===== src/rtl/vga_gpu_pkg.sv =====
// rtl/vga_gpu_pkg.sv - shared types and constants for the VGA GPU pixel path
package vga_gpu_pkg;

    localparam int H_RES_DEFAULT = 640;
    localparam int V_RES_DEFAULT = 480;
    localparam int COORD_W       = 10;
    localparam int COLOR_W       = 12;

    // Instruction decoder opcodes
    localparam logic [3:0] OP_NOOP         = 4'h0;
    localparam logic [3:0] OP_SET_MODE     = 4'h1;
    localparam logic [3:0] OP_SET_BG_COLOR = 4'h2;

    typedef enum logic [1:0] {
        ST_IDLE  = 2'd0,
        ST_WRITE = 2'd1,
        ST_FILL  = 2'd2
    } wr_state_t;

    typedef struct packed {
        logic               fill;
        logic [COORD_W-1:0] x;
        logic [COORD_W-1:0] y;
        logic [COLOR_W-1:0] color;
    } pixel_cmd_t;

    localparam int CMD_W = $bits(pixel_cmd_t);

    function automatic pixel_cmd_t make_cmd(input logic               fill,
                                            input logic [COORD_W-1:0] x,
                                            input logic [COORD_W-1:0] y,
                                            input logic [COLOR_W-1:0] color);
        pixel_cmd_t c;
        c.fill  = fill;
        c.x     = fill ? '0 : x;
        c.y     = fill ? '0 : y;
        c.color = color;
        return c;
    endfunction

endpackage


===== src/rtl/pixel_write_engine_if.sv =====
// rtl/pixel_write_engine_if.sv - pixel command input, framebuffer write port and status
interface pixel_write_engine_if #(
    parameter int ADDR_W = 19
);
    import vga_gpu_pkg::*;

    logic               i_set_pixel;
    logic               i_fill;
    logic [COORD_W-1:0] i_pixel_x;
    logic [COORD_W-1:0] i_pixel_y;
    logic [COLOR_W-1:0] i_color;
    logic               o_mem_we;
    logic [ADDR_W-1:0]  o_mem_addr;
    logic [COLOR_W-1:0] o_mem_data;
    logic               i_mem_ready;
    logic               o_busy;
    logic               o_full;
    logic               o_overflow;
    logic               o_range_err;

    modport master (
        output i_set_pixel, i_fill, i_pixel_x, i_pixel_y, i_color, i_mem_ready,
        input  o_mem_we, o_mem_addr, o_mem_data, o_busy, o_full, o_overflow, o_range_err
    );

    modport slave (
        input  i_set_pixel, i_fill, i_pixel_x, i_pixel_y, i_color, i_mem_ready,
        output o_mem_we, o_mem_addr, o_mem_data, o_busy, o_full, o_overflow, o_range_err
    );

endinterface


===== src/rtl/pixel_cmd_fifo.sv =====
// rtl/pixel_cmd_fifo.sv - synchronous power-of-two FIFO for pixel commands
module pixel_cmd_fifo #(
    parameter int DEPTH = 4,
    parameter int WIDTH = 33
) (
    input  logic             i_clk,
    input  logic             i_reset_n,
    input  logic             push,
    input  logic             pop,
    input  logic [WIDTH-1:0] wr_data,
    output logic [WIDTH-1:0] rd_data,
    output logic             full,
    output logic             empty
);
    localparam int PTR_W = $clog2(DEPTH);
    localparam int CNT_W = PTR_W + 1;

    logic [WIDTH-1:0] mem [DEPTH];
    logic [PTR_W-1:0] wr_ptr;
    logic [PTR_W-1:0] rd_ptr;
    logic [CNT_W-1:0] count;
    logic             do_push;
    logic             do_pop;

    // A full queue refuses a push even when a pop frees a slot on the same edge
    assign do_push = push && !full;
    assign do_pop  = pop && !empty;
    assign full    = (count == CNT_W'(DEPTH));
    assign empty   = (count == '0);
    assign rd_data = mem[rd_ptr];

    always_ff @(posedge i_clk) begin
        if (!i_reset_n) begin
            wr_ptr <= '0;
            rd_ptr <= '0;
            count  <= '0;
        end else begin
            if (do_push) wr_ptr <= wr_ptr + PTR_W'(1);
            if (do_pop)  rd_ptr <= rd_ptr + PTR_W'(1);
            count <= count + CNT_W'(do_push) - CNT_W'(do_pop);
        end
    end

    always_ff @(posedge i_clk) begin
        if (do_push) mem[wr_ptr] <= wr_data;
    end

endmodule


===== src/rtl/pixel_write_engine.sv =====
// rtl/pixel_write_engine.sv - queues pixel/fill commands and writes them to the framebuffer
module pixel_write_engine
    import vga_gpu_pkg::*;
#(
    parameter int H_RES      = H_RES_DEFAULT,
    parameter int V_RES      = V_RES_DEFAULT,
    parameter int FIFO_DEPTH = 4,
    parameter int ADDR_W     = 19
) (
    input  logic                 i_clk,
    input  logic                 i_reset_n,
    pixel_write_engine_if.slave  bus
);
    localparam int                LIM_W     = COORD_W + 1;
    localparam logic [LIM_W-1:0]  X_LIM     = LIM_W'(H_RES);
    localparam logic [LIM_W-1:0]  Y_LIM     = LIM_W'(V_RES);
    localparam logic [ADDR_W-1:0] H_RES_A   = ADDR_W'(H_RES);
    localparam logic [ADDR_W-1:0] FILL_LAST = ADDR_W'(H_RES * V_RES - 1);

    wr_state_t          state, state_nxt;
    logic               mem_we, we_nxt;
    logic [ADDR_W-1:0]  mem_addr, addr_nxt;
    logic [COLOR_W-1:0] mem_data, data_nxt;
    logic               overflow_q, range_err_q;

    logic               cmd_pixel, in_range, want_push, fifo_push, fifo_pop;
    logic               fifo_full, fifo_empty;
    pixel_cmd_t         cmd_in, head;
    logic [CMD_W-1:0]   head_bits;
    logic               xfer, load_ok;
    logic [ADDR_W-1:0]  pix_addr;

    // Fill has priority over a simultaneous pixel strobe; range is checked before fullness
    assign cmd_pixel = bus.i_set_pixel && !bus.i_fill;
    assign in_range  = ({1'b0, bus.i_pixel_x} < X_LIM) && ({1'b0, bus.i_pixel_y} < Y_LIM);
    assign want_push = bus.i_fill || (cmd_pixel && in_range);
    assign fifo_push = want_push && !fifo_full;
    assign cmd_in    = make_cmd(bus.i_fill, bus.i_pixel_x, bus.i_pixel_y, bus.i_color);

    pixel_cmd_fifo #(
        .DEPTH (FIFO_DEPTH),
        .WIDTH (CMD_W)
    ) u_fifo (
        .i_clk     (i_clk),
        .i_reset_n (i_reset_n),
        .push      (fifo_push),
        .pop       (fifo_pop),
        .wr_data   (cmd_in),
        .rd_data   (head_bits),
        .full      (fifo_full),
        .empty     (fifo_empty)
    );

    assign head     = pixel_cmd_t'(head_bits);
    assign pix_addr = ADDR_W'(head.y) * H_RES_A + ADDR_W'(head.x);
    assign xfer     = mem_we && bus.i_mem_ready;

    always_comb begin
        state_nxt = state;
        we_nxt    = mem_we;
        addr_nxt  = mem_addr;
        data_nxt  = mem_data;
        fifo_pop  = 1'b0;
        load_ok   = 1'b0;

        case (state)
            ST_IDLE:  load_ok = 1'b1;
            ST_WRITE: load_ok = xfer;
            ST_FILL: begin
                if (xfer && (mem_addr != FILL_LAST)) addr_nxt = mem_addr + ADDR_W'(1);
                load_ok = xfer && (mem_addr == FILL_LAST);
            end
            default:  load_ok = 1'b1;
        endcase

        // Back-to-back reload keeps mem_we high for one pixel per clock
        if (load_ok) begin
            if (!fifo_empty) begin
                fifo_pop = 1'b1;
                we_nxt   = 1'b1;
                data_nxt = head.color;
                if (head.fill) begin
                    state_nxt = ST_FILL;
                    addr_nxt  = '0;
                end else begin
                    state_nxt = ST_WRITE;
                    addr_nxt  = pix_addr;
                end
            end else begin
                we_nxt    = 1'b0;
                state_nxt = ST_IDLE;
            end
        end
    end

    always_ff @(posedge i_clk) begin
        if (!i_reset_n) begin
            state       <= ST_IDLE;
            mem_we      <= 1'b0;
            mem_addr    <= '0;
            mem_data    <= '0;
            overflow_q  <= 1'b0;
            range_err_q <= 1'b0;
        end else begin
            state       <= state_nxt;
            mem_we      <= we_nxt;
            mem_addr    <= addr_nxt;
            mem_data    <= data_nxt;
            overflow_q  <= want_push && fifo_full;
            range_err_q <= cmd_pixel && !in_range;
        end
    end

    assign bus.o_mem_we     = mem_we;
    assign bus.o_mem_addr   = mem_addr;
    assign bus.o_mem_data   = mem_data;
    assign bus.o_full       = fifo_full;
    assign bus.o_busy       = !fifo_empty || (state != ST_IDLE);
    assign bus.o_overflow   = overflow_q;
    assign bus.o_range_err  = range_err_q;

endmodule

===== src/flat_wrapper.sv =====
// flat-port wrapper written by rule: the top's interface ports become plain ports
module pixel_write_engine_flat import vga_gpu_pkg::*;
#(
    parameter int H_RES      = H_RES_DEFAULT,
    parameter int V_RES      = V_RES_DEFAULT,
    parameter int FIFO_DEPTH = 4,
    parameter int ADDR_W     = 19
)
  (i_clk, i_reset_n, bus_i_set_pixel, bus_i_fill, bus_i_pixel_x, bus_i_pixel_y, bus_i_color, bus_i_mem_ready, bus_o_mem_we, bus_o_mem_addr, bus_o_mem_data, bus_o_busy, bus_o_full, bus_o_overflow, bus_o_range_err);
  pixel_write_engine_if #(.ADDR_W(ADDR_W)) bus_i ();
  input  logic i_clk;
  input  logic i_reset_n;
  input wire logic [$bits(bus_i.i_set_pixel)-1:0] bus_i_set_pixel;
  input wire logic [$bits(bus_i.i_fill)-1:0] bus_i_fill;
  input wire logic [$bits(bus_i.i_pixel_x)-1:0] bus_i_pixel_x;
  input wire logic [$bits(bus_i.i_pixel_y)-1:0] bus_i_pixel_y;
  input wire logic [$bits(bus_i.i_color)-1:0] bus_i_color;
  input wire logic [$bits(bus_i.i_mem_ready)-1:0] bus_i_mem_ready;
  output wire logic [$bits(bus_i.o_mem_we)-1:0] bus_o_mem_we;
  output wire logic [$bits(bus_i.o_mem_addr)-1:0] bus_o_mem_addr;
  output wire logic [$bits(bus_i.o_mem_data)-1:0] bus_o_mem_data;
  output wire logic [$bits(bus_i.o_busy)-1:0] bus_o_busy;
  output wire logic [$bits(bus_i.o_full)-1:0] bus_o_full;
  output wire logic [$bits(bus_i.o_overflow)-1:0] bus_o_overflow;
  output wire logic [$bits(bus_i.o_range_err)-1:0] bus_o_range_err;
  assign bus_i.i_set_pixel = bus_i_set_pixel;
  assign bus_i.i_fill = bus_i_fill;
  assign bus_i.i_pixel_x = bus_i_pixel_x;
  assign bus_i.i_pixel_y = bus_i_pixel_y;
  assign bus_i.i_color = bus_i_color;
  assign bus_i.i_mem_ready = bus_i_mem_ready;
  assign bus_o_mem_we = bus_i.o_mem_we;
  assign bus_o_mem_addr = bus_i.o_mem_addr;
  assign bus_o_mem_data = bus_i.o_mem_data;
  assign bus_o_busy = bus_i.o_busy;
  assign bus_o_full = bus_i.o_full;
  assign bus_o_overflow = bus_i.o_overflow;
  assign bus_o_range_err = bus_i.o_range_err;
  pixel_write_engine #(.H_RES(H_RES), .V_RES(V_RES), .FIFO_DEPTH(FIFO_DEPTH), .ADDR_W(ADDR_W)) u_core (.i_clk(i_clk), .i_reset_n(i_reset_n), .bus(bus_i));
endmodule

===== config.mk =====
export PLATFORM = sky130hd
export DESIGN_NAME = pixel_write_engine_flat
export DESIGN_NICKNAME = d
export VERILOG_FILES = /design/src/rtl/vga_gpu_pkg.sv /design/src/rtl/pixel_write_engine_if.sv /design/src/rtl/pixel_cmd_fifo.sv /design/src/rtl/pixel_write_engine.sv /design/src/flat_wrapper.sv
export SDC_FILE = /design/constraint.sdc
export NUM_CORES = 1
export LEC_CHECK = 0
export CAP_MARGIN = 30
export CORE_AREA = 2 2 117 119
export DETAILED_ROUTE_END_ITERATION = 16
export DIE_AREA = 0 0 119 121
export GPL_TIMING_DRIVEN = 0
export PLACE_DENSITY = 0.89
export SETUP_SLACK_MARGIN = 0.2
export SYNTH_ARGS = -nofsm -noshare
export SYNTH_HDL_FRONTEND = slang
export SYNTH_HIERARCHICAL = 1
export SYNTH_SLANG_ARGS = --single-unit

===== constraint.sdc =====
create_clock -name i_clk -period 8 [get_ports i_clk]
set_clock_uncertainty 0.05 [all_clocks]
set_input_delay 1.6 -clock i_clk [delete_from_list [all_inputs] [get_ports i_clk]]
set_output_delay 1.6 -clock i_clk [all_outputs]
set_load 0.005 [all_outputs]

After elaboration in Yosys (flattened, before gate mapping):

Memories as Yosys holds them, arrays and structs flattened. A register that Yosys moved wholly into a read port is not among the register bits.
Index checks and enable logic that the tools add are counted.

* register bits: 43
* RAM bits: 132
* bits of input ports: 37
* output and inout port bits: 36
* word-level logic and storage cells: 61
* memories: 1

* add/subtract/negate cells: 6
* multiply operators: 1
* order comparisons: 2
* equal/unequal tests: 5
* multiplexer cells: 16
* bitwise operators: 1
* reductions and logical operators: 20

Memories
* u_core.u_fifo.mem: words 4, bits a word 33, rd ports 1, clocked after Yosys merged registers in 1, wr ports 1, line pixel_cmd_fifo.sv:18 `logic [WIDTH-1:0] mem [DEPTH];`

Operator list (count)
* $mux 19: 5
* $mux 10: 2
* $add 19x1->19 const B: 1
* $add 19x10->19: 1
* $eq 19x19->1 const B: 1
* $ne 19x19->1 const B: 1
* $mul 10x3->12 const B: 1
* $logic_and 1x1->1: 11
* $lt 10x10->1 const B: 1
* $lt 10x9->1 const B: 1
* $mux 2: 4
* $add 2x1->2 const B: 2
* $logic_not 1->1: 4
* $mux 1: 4
* $add 3x1->3: 1
* $eq 3x3->1 const B: 1
* $logic_not 3->1: 1
* $sub 3x1->3: 1
* $eq 2x1->1 const B: 1
* $eq 2x2->1 const B: 1
* $logic_or 1x1->1: 2
* $pmux 1 s2: 1
* $reduce_and 2->1: 1
* $reduce_bool 2->1: 1
* $not 1->1: 1

Longest topological paths before layout:

Gate-level depths: netlist of run 1.

* word-level depth: 8
* depth in mapped cells: 17
* depth with buffers taken out: 15

By module:

Netlist of run 1, hierarchy kept.

Modules (own cells, without submodules)
* pixel_cmd_fifo: instances 1, cells each 224, area each 5293.8 um2, sequential area each 4144.0 um2
* pixel_write_engine: instances 1, cells each 324, area each 2667.6 um2, sequential area each 720.7 um2

Least setup slack after synthesis of run 1:

Ideal clock, no wire load.

* kind: input-to-reg
* start: in bus_i_mem_ready
* end: reg u_core.u_fifo.count[2]
* library setup time: 0.115 ns
* data arrival time: 4.041 ns
* required time: 7.835 ns
* setup slack: 3.794 ns
* stages: 15
* path buffers: 2
* cells stage by stage: nand3_2 nor4_4 a21oi_2 or2_1 buf_6 clkinv_8 buf_6 nor2b_1 ha_1 inv_1 ha_1 fa_1 xnor2_1 xnor2_1 and2_1

* cells in the longest elaborated chain, start to end: 6

RTL lines
* start: declaration: line flat_wrapper.sv:18 `input wire logic [$bits(bus_i.i_mem_ready)-1:0] bus_i_mem_ready;`
* $logic_and 1x1->1 (*): line pixel_write_engine.sv:56 `assign xfer = mem_we && bus.i_mem_ready;`
* $logic_and 1x1->1: line pixel_write_engine.sv:71 `load_ok = xfer && (mem_addr == FILL_LAST);`
* $pmux 1 s2 (*): line pixel_write_engine.sv:66 `case (state)`
* $mux 1 (*): line pixel_write_engine.sv:77 `if (load_ok) begin`
* via u_core.fifo_pop: line pixel_write_engine.sv:26 `logic cmd_pixel, in_range, want_push, fifo_push, fifo_pop;`
* $logic_and 1x1->1 (*): line pixel_cmd_fifo.sv:27 `assign do_pop = pop && !empty;`
* via u_core.u_fifo.do_pop: line pixel_cmd_fifo.sv:23 `logic do_pop;`
* $sub 3x1->3 (*): line pixel_cmd_fifo.sv:40 `count <= count + CNT_W'(do_push) - CNT_W'(do_pop);`
* end signal: assignment: line pixel_cmd_fifo.sv:40
* end: declaration: line pixel_cmd_fifo.sv:21 `logic [CNT_W-1:0] count;`

The timed path passes the listed nets; every way through them passes the cells marked *.
A chain may end at the register's enable or synchronous reset.

Worst setup path in the final report of run 1:

Ends and elaborated chain as after synthesis.

==> reports/qor.yml, run 1 <==
synthesis:
  yosysWarnings: 6
  synthArstFlopShare: 0
  synth_area_per_cell_sq_um: 14.5
  syn-instance-count: 548
  ys_seq_area_frac: 0.611
  synth_enable_flop_cells: 132
  mappedNetlistArea_sq_um: 7960
  synth_fp_nets: 617
  synthTopCellsByArea: "edfxtp_1 (50%), dfxtp_1 (11%), mux4_2 (8.5%)"
  synthFlopType: "edfxtp_1"
  synth_cell_type_count: 60
  yosys.area.top_type_share: 0.498
  synth_top_area_cell: "edfxtp_1"
  synth_seq_cells: 177
power_and_ir_drop:
  ir_drop_uv: 232
  power.density_nw_per_um2: 405
  power_switching_mw: 1.40
  p_leak_nw: 3.25
  seqPwrFrac: 0.337
  clkPwrFrac: 0.207
  swShare: 0.366
  total_power_mw: 3.84
  combinationalPowerShare: 0.456
  p_int_mw: 2.44
worst_setup_path:
  r2r_slack_ns: 3.99
  critPathSlowestCell: "clkdlybuf4s50_1"
  crit-reg2reg-capture: "u_core/bus.o_mem_addr[18]$_SDFF_PN0_"
  crit_family: "simple AND/OR/NAND/NOR gates"
  cp-start-kind: "primary input"
  worstPathRequired_ns: 8.26
  slowest_delay_ns: 0.50
  path_max_fanout: 12
  rr_worst_depth: 12
  cp.arrival_ns: 4.92
  path_cells: "clkdlybuf4s50_1, nand3_2, nor4_4, a21oi_2, or2_1, buf_6, clkinv_8, buf_6, nor2b_1, ha_1, inv_1, ha_1, fa_1, xnor2_1, xnor2_1, and2_1"
  cp.buffers_inverters: 5
  path_class: "primary input to flip-flop"
  cp_num_cells: 16
  endpoint_kind: "flip-flop"
cts:
  cts_tree: "built"
  cts_buffers: 17
  clock_latency_ns: 0.42
  clockBufferDepth: 2
  cts-resized-gates: 0
  clock-root-buffer: "clkbuf_16"
  clock_sinks: 177
  htreeDepth: 4
  holdBufCountCts: 0
  cts_setup_buffers: 0
  cts.clk_slew.worst_paths_ns: 0.07
floorplanning:
  pin_count: 73
  core-area_sq_um: 13100
  die_h_um: 121
  start_util: 0.608
  rows: 42
  chipWidth_um: 119
  die_area_sq_um: 14400
place:
  gp_congestion: 0.917
  dp_hpwl_um: 11700
  place_inst: 796
  portBuffers: 72
  pre_cts_slack_ns: 2.92
  placed_cell_area_sq_um: 8910
timing:
  tightest_slew_ns: 0.982
  setup_tns_ns: 0
  period_share: 0.582
  finalSetupViolations: 0
  fin_crit_ns: 4.66
  setup_ws_ns: 3.34
  hold_viol: 0
  fmax_mhz: 215
  whs_ns: 0.417
  rsz0062_at_grt: "no"
  report.final.slew_viol_count: 0
  slew_headroom: 0.345
hold_path:
  hold_start: "u_core/bus.o_mem_data[0]$_SDFFE_PN0P_"
  worstHoldEndpoint: "u_core/bus.o_mem_data[0]$_SDFFE_PN0P_"
  min_path_type: "flip-flop to flip-flop"
  holdPathStages: 2
global_routing:
  grt_max_degree: 34
  groute.usage.overall: 0.253
  grt_overflow_total: 0
  grt_pass1_vias: 5055
  grt_pass1_wl_um: 27200
  antenna_found_initial: 0
routing:
  drc: 0
  dr.pass1.iters: 5
  route.antenna.remaining_nets: 0
  drt-total-wl_um: 17400
  vias: 5026
  wl_per_cell_um: 21.0
  vias_per_cell: 6.07
  drt_iter0_markers: 369
layout:
  drive_gt1_frac: 0.144
  layout.nets: 708
  diodes: 0
  register_area_sq_um: 4860
  n_fill_cell: 804
  instances_no_fill: 828
  area_growth_pct: 19.0
  final_area_sq_um: 9480
  postLayoutCoreUtil: 0.724
  multi_input_area_sq_um: 2840
flow_run:
  cap_violations: 0
run_status:
  status: "finished clean"
## worst max path at each step
stage	from	to	slack (ns)
floorplan	bus_i_mem_ready	u_core/u_fifo/count[2]$_SDFF_PN0_	3.79
global placement	bus_i_fill	u_core/u_fifo/mem[1][11]$_DFFE_PP_	2.87
detailed placement	bus_i_mem_ready	u_core/u_fifo/count[2]$_SDFF_PN0_	2.92
CTS	bus_i_mem_ready	u_core/u_fifo/count[2]$_SDFF_PN0_	3.35
global route	bus_i_mem_ready	u_core/u_fifo/count[2]$_SDFF_PN0_	3.11
finish	bus_i_mem_ready	u_core/u_fifo/count[2]$_SDFF_PN0_	3.34
## power groups by stage
stage | Clock, mW | Combinational [mW] | Sequential (mW)
2_1_floorplan | 0 | 1.24 | 1.28
3_3_place_gp | 0 | 1.64 | 1.29
3_5_place_dp | 0 | 1.71 | 1.31
4_1_cts | 0.797 | 1.74 | 1.29
5_1_grt | 0.835 | 1.91 | 1.31
6_report | 0.793 | 1.75 | 1.29
## kinds of logic (layout without fill, tap and decap cells)
kind of cell    after synthesis  in the layout  synth area share
simple gates                154            154             0.108
mux                          36             36            0.0987
fa+ha+maj                    32             32            0.0531
buf+inv                      40            144            0.0325
flops                       177            177             0.611
compound gates               79             79            0.0638
xor+xnor                     30             30            0.0330
## placed cells by master, fill, tap and decap left out, types with 6 or more instances in the layout
cell | synthesis | final
dfxtp_1 | 45 | 45
o21ai_0 | 15 | 15
xnor2_1 | 23 | 23
a21oi_1 | 30 | 30
clkbuf_1 | 8 | 8
nand3_1 | 11 | 11
ha_1 | 29 | 29
clkdlybuf4s50_1 | 0 | 72
nand2_1 | 46 | 46
mux4_2 | 30 | 30
nor4_1 | 6 | 6
nor3_1 | 10 | 10
a21o_1 | 6 | 6
edfxtp_1 | 132 | 132
nand4_1 | 6 | 6
nor2b_1 | 26 | 26
clkbuf_16 | 0 | 17
inv_1 | 16 | 16
a211oi_1 | 6 | 6
xor2_1 | 7 | 7
nor2_1 | 14 | 14
## layer usage
| metal | up-vias | wire, um | track usage |
|---|---|---|---|
| li1 | 2257 | - | - |
| met5 | - | 0 | 0 |
| met1 | 2499 | 6930 | 0.314 |
| met4 | 0 | 510 | 0.116 |
| met2 | 226 | 9010 | 0.443 |
| met3 | 44 | 955 | 0.0367 |
## sequential cells by signal, indices dropped and copies added (netlist names), named ones only
name	count
u_core/bus.o_mem_addr	19
u_core/bus.o_overflow	1
u_core/u_fifo/wr_ptr	2
u_core/bus.o_range_err	1
u_core/u_fifo/count	3
u_core/u_fifo/mem	132
u_core/bus.o_mem_data	12
u_core/u_fifo/rd_ptr	2
u_core/state	2
u_core/bus.o_mem_we	1
## synthesized netlist by cell type, drive strengths merged, types with 3 or more instances
master / n
o21bai: 3
fa: 3
or3: 4
a21oi: 31
a21o: 6
nor3b: 3
nor2b: 26
and2: 7
nand4: 7
xor2: 7
clkbuf: 8
buf: 14
xnor2: 23
ha: 29
o21ai: 15
edfxtp: 132
inv: 16
mux4: 33
o31ai: 3
nand2: 46
o31a: 4
nor3: 11
or2: 4
nor2: 14
dfxtp: 45
nand3: 13
nand2b: 3
a211oi: 6
and3: 4
nor4: 7
## layout make-up
type                    count  area share
clock buffers              18      0.0463
flip-flops and latches    177       0.513
multi-input cells         331       0.300
well taps                 176      0.0232
plain buffers              22      0.0189
clock inverters            14      0.0136
repair buffers             72      0.0761
inverters                  18     0.00845
## worst reg2reg max path, delay by kind of cell, from the launching register on
kind / cells / cell delay, ns
buffers and inverters: 2 / 0.65
AOI/OAI and AO/OA: 4 / 1.02
and+or+nand+nor: 1 / 0.22
muxes: 1 / 0.46
adders and majority gates: 3 / 0.98
DFF: 1 / 0.32
xor gates and xnor gates: 1 / 0.24
No activity file was read; power rests on OpenSTA's default activity.
==> inputs of run 2 (changes only) <==
--- a/config.mk
+++ b/config.mk
@@ -6,11 +6,11 @@
 export NUM_CORES = 1
 export LEC_CHECK = 0
 export CAP_MARGIN = 30
-export CORE_AREA = 2 2 117 119
+export CORE_AREA = 2 2 127 129
 export DETAILED_ROUTE_END_ITERATION = 16
-export DIE_AREA = 0 0 119 121
+export DIE_AREA = 0 0 129 131
 export GPL_TIMING_DRIVEN = 0
-export PLACE_DENSITY = 0.89
+export PLACE_DENSITY = 0.8
 export SETUP_SLACK_MARGIN = 0.2
 export SYNTH_ARGS = -nofsm -noshare
 export SYNTH_HDL_FRONTEND = slang
==> constraint.sdc (replaced) <==
create_clock -name i_clk -period 3.9 [get_ports i_clk]
set_clock_uncertainty 0.05 [all_clocks]
set_input_delay 0.78 -clock i_clk [delete_from_list [all_inputs] [get_ports i_clk]]
set_output_delay 0.78 -clock i_clk [all_outputs]
set_load 0.005 [all_outputs]
==> run 2 against run 1 <==
Compared with the run above: clock power increased by 100%; die area grew 17%; flip-flop and latch count unchanged; critical path depth is 3 lower; count of clock-buffer cells in the layout is 3 higher; via count is 2.1% lower; routed wire length decreased by 4.7%; sequential power is 110% higher; power rose by 110%; final cell count grew 6.0%; hold slack lost 0.0082 ns; highest routed layer unchanged.
==> reports/qor.yml, run 2 (same netlist as run 1, synthesis figures left out) <==
layout:
  final_area_sq_um: 9690  # was 9480 sq um
  layout.nets: 718  # was 708
  layout_common_cells: "edfxtp_1 (132), clkdlybuf4s50_1 (71), nand2_1 (46)"  # was edfxtp_1 (132), clkdlybuf4s50_1 (72), nand2_1 (46)
  top_register: "u_core/u_fifo/mem"  # unchanged
  mostFrequentLayoutCell: "edfxtp_1"  # unchanged
  diodes: 0  # unchanged
  postLayoutCoreUtil: 0.621  # was 0.724
  area_growth_pct: 21.7  # was 19.0%
  n_fill_cell: 1127  # was 804
  drive_gt1_frac: 0.169  # was 0.144
  largest_reg_flops: 132  # unchanged
floorplanning:
  rows: 46  # was 42
  start_util: 0.510  # was 0.608
  die_area_sq_um: 16900  # was 14400 sq um
  pin_count: 73  # unchanged
  die_h_um: 131  # was 121 um
  core-area_sq_um: 15600  # was 13100 sq um
  chipWidth_um: 129  # was 119 um
worst_setup_path:
  cp-start-kind: "flip-flop"  # was primary input
  endpoint_kind: "flip-flop"  # unchanged
  cpMostUsedCell: "ha_1"
  cp.arrival_ns: 3.85  # was 4.92 ns
  worstPathRequired_ns: 4.16  # was 8.26 ns
  cp_num_cells: 13  # was 16
  path_cells: "buf_6, buf_12, mux4_2, ha_1, ha_1, fa_2, a21o_1, buf_4, a221oi_1, o21bai_1, xnor2_1, o31a_1, o31ai_2"  # was clkdlybuf4s50_1, nand3_2, nor4_4, a21oi_2, or2_1, buf_6, clkinv_8, buf_6, nor2b_1, ha_1, inv_1, ha_1, fa_1, xnor2_1, xnor2_1, and2_1
  rr_worst_depth: 13  # was 12
  critPathSlowestCell: "mux4_2"  # was clkdlybuf4s50_1
  path_max_fanout: 8  # was 12
  slowest_delay_ns: 0.54  # was 0.50 ns
  path_class: "flip-flop to flip-flop"  # was primary input to flip-flop
  cp.buffers_inverters: 3  # was 5
  crit_family: "adder cells"  # was simple AND/OR/NAND/NOR gates
cts:
  holdBufCountCts: 0  # unchanged
  clock_latency_ns: 0.42  # about the same
  htreeDepth: 4  # unchanged
  cts.clk_slew.worst_paths_ns: 0.07  # about the same
  clock-root-buffer: "clkbuf_16"  # unchanged
  clock_sinks: 177  # unchanged
  clockBufferDepth: 2  # unchanged
  cts_tree: "built"  # unchanged
  cts_buffers: 17  # unchanged
routing:
  drt-total-wl_um: 16600  # was 17400 um
  wl_per_cell_um: 18.9  # was 21.0 um
  vias_per_cell: 5.60  # was 6.07
  dr.pass1.iters: 6  # was 5
  drc: 0  # unchanged
  route.antenna.remaining_nets: 0  # unchanged
  vias: 4921  # was 5026
  drt_iter0_markers: 245  # was 369
power_and_ir_drop:
  ir_drop_uv: 394  # was 232 uV
  power.density_nw_per_um2: 827  # was 405 nW/um^2
  total_power_mw: 8.01  # was 3.84 mW
  p_leak_nw: 3.34  # was 3.25 nW
place:
  gp_congestion: 0.842  # was 0.917
  dp_hpwl_um: 11100  # was 11700 um
  portBuffers: 72  # unchanged
  placed_cell_area_sq_um: 8960  # was 8910 sq um
hold_path:
  holdPathStages: 2  # unchanged
  min_path_type: "flip-flop to flip-flop"  # unchanged
  hold_start: "u_core/bus.o_mem_data[2]$_SDFFE_PN0P_"  # was u_core/bus.o_mem_data[0]$_SDFFE_PN0P_
timing:
  fin_crit_ns: 3.59
  finalSetupViolations: 0  # unchanged
  period_share: 0.921
  hold_viol: 0  # unchanged
  slew_headroom: 0.361  # was 0.345
  tightest_slew_ns: 0.959  # was 0.982 ns
  fmax_mhz: 278
  rsz0062_at_grt: "yes"  # was no
  report.final.slew_viol_count: 0  # unchanged
  setup_tns_ns: 0  # unchanged
global_routing:
  grt_pass1_wl_um: 26200  # was 27200 um
  met3_usage: 0.0407  # was 0.0367
  use_met2: 0.353  # was 0.443
  antenna_found_initial: 0  # unchanged
  grt_pass1_vias: 5046  # was 5055
  top_usage_layer: "met2"  # unchanged
  met1_usage: 0.260  # was 0.314
  grt_overflow_total: 0  # unchanged
  groute.usage.overall: 0.207  # was 0.253
  grt_max_degree: 34  # unchanged
flow_run:
  cap_violations: 0  # unchanged
run_status:
  status: "finished clean"  # unchanged
-- run 2: changes by cell type in the layout (fill, tap and decap cells not counted), moves of 2 or more --
cell	change
a21oi_4	+2
buf_2	-2
buf_4	+10
clkbuf_16	+2
-- run 2: power by group --
part / switching [mW] / leakage [nW] / internal, mW
Clock: 0.703 / 0.286 / 0.920
Combinational: 1.98 / 1.46 / 1.76
Sequential: 0.207 / 1.59 / 2.44
-- run 2: final timing paths --
kind                                                              end  slack, ns
worst max-delay path             u_core/bus.o_mem_addr[18]$_SDFF_PN0_       0.31
worst min-delay path            u_core/bus.o_mem_data[2]$_SDFFE_PN0P_       0.41
worst max register to register   u_core/bus.o_mem_addr[18]$_SDFF_PN0_       0.31
worst min register to register  u_core/bus.o_mem_data[2]$_SDFFE_PN0P_       0.41
-- run 2: routing by layer --
layer / routed length [um] / up-vias
met5: 0 / -
li1: - / 2288
met4: 410 / 0
met2: 8260 / 159
met3: 788 / 28
met1: 7120 / 2446
-- run 2: through the flow --
stage	instances	hold slack, ns	setup slack, ns
2_1_floorplan	548	0.399	0.434
3_3_place_gp	836	0.399	-0.444
3_5_place_dp	836	0.401	-0.393
4_1_cts	871	0.411	0.204
5_1_grt	878	0.441	0.182
6_report	878	0.409	0.308
-- run 2: cell type report --
| cell class | instances | area (sq um) | share of cell area |
|---|---|---|---|
| buffer | 22 | 189 | 0.0195 |
| clock buffer | 21 | 493 | 0.0509 |
| clock inverter | 11 | 88.8 | 0.00917 |
| inverter | 18 | 80.1 | 0.00827 |
| multi-input combinational | 331 | 2900 | 0.300 |
| sequential | 177 | 4860 | 0.502 |
| tap | 216 | 270 | 0.0279 |
| timing repair buffer | 82 | 798 | 0.0824 |
-- run 2: what timing repair did --
| action | in CTS | in global routing |
|---|---|---|
| setup endpoints to repair | 4 | 4 |
| pin swaps | 2 | 5 |
| resized for setup | 2 | 16 |
| buffers inserted | 3 | 7 |
| cloned | 0 | 0 |
-- run 2: worst min-delay path: cells and delay by family, from the launching register on --
| family | cells | cell delay (ns) |
|---|---|---|
| and+or+nand+nor | 1 | 0.05 |
| AOI/OAI and AO/OA | 1 | 0.05 |
| DFF | 1 | 0.31 |
==> inputs of run 3 (changes only) <==
==> constraint.sdc (replaced) <==
create_clock -name i_clk -period 2.9 [get_ports i_clk]
set_clock_uncertainty 0.05 [all_clocks]
set_input_delay 0.58 -clock i_clk [delete_from_list [all_inputs] [get_ports i_clk]]
set_output_delay 0.58 -clock i_clk [all_outputs]
set_load 0.005 [all_outputs]
==> run 3 against run 2 <==
Compared with the run above: the run now ends with setup timing left; design area grew 6.6%; register-to-register slack lost 0.80 ns; clock power is 36% higher; flip-flop and latch count unchanged; combinational power increased by 83%; hold slack lost 0.0048 ns; critical path type unchanged.
==> reports/qor.yml, run 3 (same netlist as run 1, synthesis figures left out) <==
worst_setup_path:
  cp-start-kind: "flip-flop"  # unchanged
  cp_num_cells: 11  # was 13
  path_class: "flip-flop to flip-flop"  # unchanged
  cp.buffers_inverters: 2  # was 3
  critPathSlowestCell: "mux4_2"  # unchanged
  crit-reg2reg-capture: "u_core/bus.o_mem_addr[18]$_SDFF_PN0_"  # unchanged
  cp.arrival_ns: 3.69  # was 3.85 ns
  critPathCapture: "u_core/bus.o_mem_addr[18]$_SDFF_PN0_"  # unchanged
  cpMostUsedCell: "ha_4"  # was ha_1
  endpoint_kind: "flip-flop"  # unchanged
  path_cells: "buf_8, buf_12, mux4_2, ha_4, ha_4, a211oi_4, nor3_1, o31ai_1, xor2_1, o31a_1, o31ai_2"  # was buf_6, buf_12, mux4_2, ha_1, ha_1, fa_2, a21o_1, buf_4, a221oi_1, o21bai_1, xnor2_1, o31a_1, o31ai_2
  path_max_fanout: 7  # was 8
  crit_family: "compound AO/OA/AOI/OAI gates"  # was adder cells
  slowest_delay_ns: 0.58  # was 0.54 ns
  r2r_slack_ns: -0.49  # was 0.31 ns
  worstPathRequired_ns: 3.20  # was 4.16 ns
  rr_worst_depth: 11  # was 13
power_and_ir_drop:
  seqPwrFrac: 0.284  # was 0.331
  power_switching_mw: 4.72  # was 2.89 mW
  clkPwrFrac: 0.175  # was 0.203
  p_int_mw: 7.91  # was 5.12 mW
  swShare: 0.374  # was 0.361
  total_power_mw: 12.6  # was 8.01 mW
  power.density_nw_per_um2: 1220  # was 827 nW/um^2
  ir_drop_uv: 762  # was 394 uV
  p_leak_nw: 3.53  # was 3.34 nW
  combinationalPowerShare: 0.542  # was 0.467
routing:
  wl_per_cell_um: 20.2  # was 18.9 um
  drt_iter0_markers: 404  # was 245
  drt-total-wl_um: 18400  # was 16600 um
  vias_per_cell: 5.70  # was 5.60
  vias: 5183  # was 4921
  wl_met2_um: 9640  # was 8260 um
  met3_length_um: 1070  # was 788 um
  highest-signal-layer: "met4"  # unchanged
  dr.pass1.iters: 5  # was 6
  route.antenna.remaining_nets: 0  # unchanged
  drc: 0  # unchanged
  wl_met1_um: 7190  # was 7120 um
cts:
  clock_sinks: 177  # unchanged
  clockBufferDepth: 2  # unchanged
  clock-root-buffer: "clkbuf_16"  # unchanged
  holdBufCountCts: 0  # unchanged
  cts_tree: "built"  # unchanged
  cts_buffers: 17  # unchanged
  htreeDepth: 4  # unchanged
  cts.clk_slew.worst_paths_ns: 0.07  # about the same
  clock_latency_ns: 0.43  # was 0.42 ns
global_routing:
  grt_overflow_total: 0  # unchanged
  grt_pass1_wl_um: 28400  # was 26200 um
  grt_max_degree: 34  # unchanged
  antenna_found_initial: 0  # unchanged
  grt_pass1_vias: 5363  # was 5046
  groute.usage.overall: 0.226  # was 0.207
place:
  dp_hpwl_um: 11300  # was 11100 um
  portBuffers: 72  # unchanged
  place_inst: 836  # unchanged
  gp_congestion: 0.836  # was 0.842
floorplanning:
  pin_count: 73  # unchanged
  die_area_sq_um: 16900  # unchanged
  die_h_um: 131  # unchanged
  core-area_sq_um: 15600  # unchanged
  rows: 46  # unchanged
  chipWidth_um: 129  # unchanged
  start_util: 0.510  # unchanged
timing:
  setup_ws_ns: -0.490  # was 0.308 ns
  setup_tns_ns: -2.73  # was 0 ns
  finalSetupViolations: 10  # was 0
  rsz0062_at_grt: "yes"  # unchanged
  fin_crit_ns: 3.39  # was 3.59 ns
  report.final.slew_viol_count: 0  # unchanged
  period_share: 1.17  # was 0.921
  hold_viol: 0  # unchanged
  tightest_slew_ns: 0.711  # was 0.959 ns
  slew_headroom: 0.526  # was 0.361
  fmax_mhz: 295  # was 278 MHz
layout:
  instances_no_fill: 909  # was 878
  drive_gt1_frac: 0.290  # was 0.169
  largest_reg_flops: 132  # unchanged
  mostFrequentLayoutCell: "edfxtp_1"  # unchanged
  top_register: "u_core/u_fifo/mem"  # unchanged
  area_growth_pct: 29.7  # was 21.7%
  layout_common_cells: "edfxtp_1 (132), clkdlybuf4s50_1 (70), nand2_1 (44)"  # was edfxtp_1 (132), clkdlybuf4s50_1 (71), nand2_1 (46)
  layout.nets: 749  # was 718
  diodes: 0  # unchanged
run_status:
  violations: "setup timing"
  status: "complete, but fails checks"  # was finished clean
hold_path:
  min_path_type: "flip-flop to flip-flop"  # unchanged
flow_run:
  cap_violations: 0  # unchanged
==> run 3: per-stage QoR <==
step	setup WS [ns]	hold slack (ns)	utilization	instance area (sq um)
finish	-0.490	0.404	0.662	10300
global route	-0.631	0.436	0.662	10300
CTS	-0.430	0.406	0.644	10000
detailed placement	-0.917	0.400	0.581	9060
global placement	-1.25	0.398	0.581	9060
floorplan	-0.337	0.399	-	8070
==> run 3: power groups by stage <==
stage | registers [mW] | clock network [mW] | logic [mW]
3_5_place_dp | 3.62 | 0 | 4.96
4_1_cts | 3.58 | 2.23 | 5.92
6_report | 3.58 | 2.21 | 6.84
5_1_grt | 3.63 | 2.36 | 7.38
2_1_floorplan | 3.56 | 0 | 3.63
3_3_place_gp | 3.58 | 0 | 4.81
==> run 3: how the worst min path moves through the flow <==
stage                                       endpoint                                   from  depth (start not counted)  slack [ns]
6_report       u_core/bus.o_mem_data[6]$_SDFFE_PN0P_  u_core/bus.o_mem_data[6]$_SDFFE_PN0P_                          2        0.40
5_1_grt        u_core/bus.o_mem_data[3]$_SDFFE_PN0P_  u_core/bus.o_mem_data[3]$_SDFFE_PN0P_                          2        0.44
4_1_cts        u_core/bus.o_mem_data[6]$_SDFFE_PN0P_  u_core/bus.o_mem_data[6]$_SDFFE_PN0P_                          2        0.41
3_5_place_dp   u_core/bus.o_mem_data[1]$_SDFFE_PN0P_  u_core/bus.o_mem_data[1]$_SDFFE_PN0P_                          2        0.40
3_3_place_gp   u_core/bus.o_mem_data[6]$_SDFFE_PN0P_  u_core/bus.o_mem_data[6]$_SDFFE_PN0P_                          2        0.40
2_1_floorplan           u_core/state[0]$_SDFFE_PN0N_           u_core/state[0]$_SDFFE_PN0N_                          2        0.40
==> run 3: cell type report <==
cell class                      count  area [sq um]
Tap cell                          216           270
Sequential cell                   177          4880
Clock inverter                     13           125
Buffer                             22           205
Inverter                           18          82.6
Fill cell                        1073          5270
Timing Repair Buffer              113          1040
Clock buffer                       19           453
Multi-Input combinational cell    331          3270
==> run 3: per-layer routing <==
layer  vias up  global-route usage
met3        30              0.0517
li1       2343                   -
met5         -                   0
met1      2578               0.280
met2       232               0.389
met4         0              0.0914
==> run 3: timing repair <==
item	in CTS	in global routing
pin swaps	26	31
endpoints found under the setup margin	144	12
setup buffers	27	14
gates resized for setup	48	36
gates cloned	0	0
==> run 3: tightest hold or removal path: cells and delay by family (launching register included) <==
family           cells  cell delay, ns
AND/OR/NAND/NOR      1            0.05
AO/OA/AOI/OAI        1            0.05
flip-flops           1            0.31
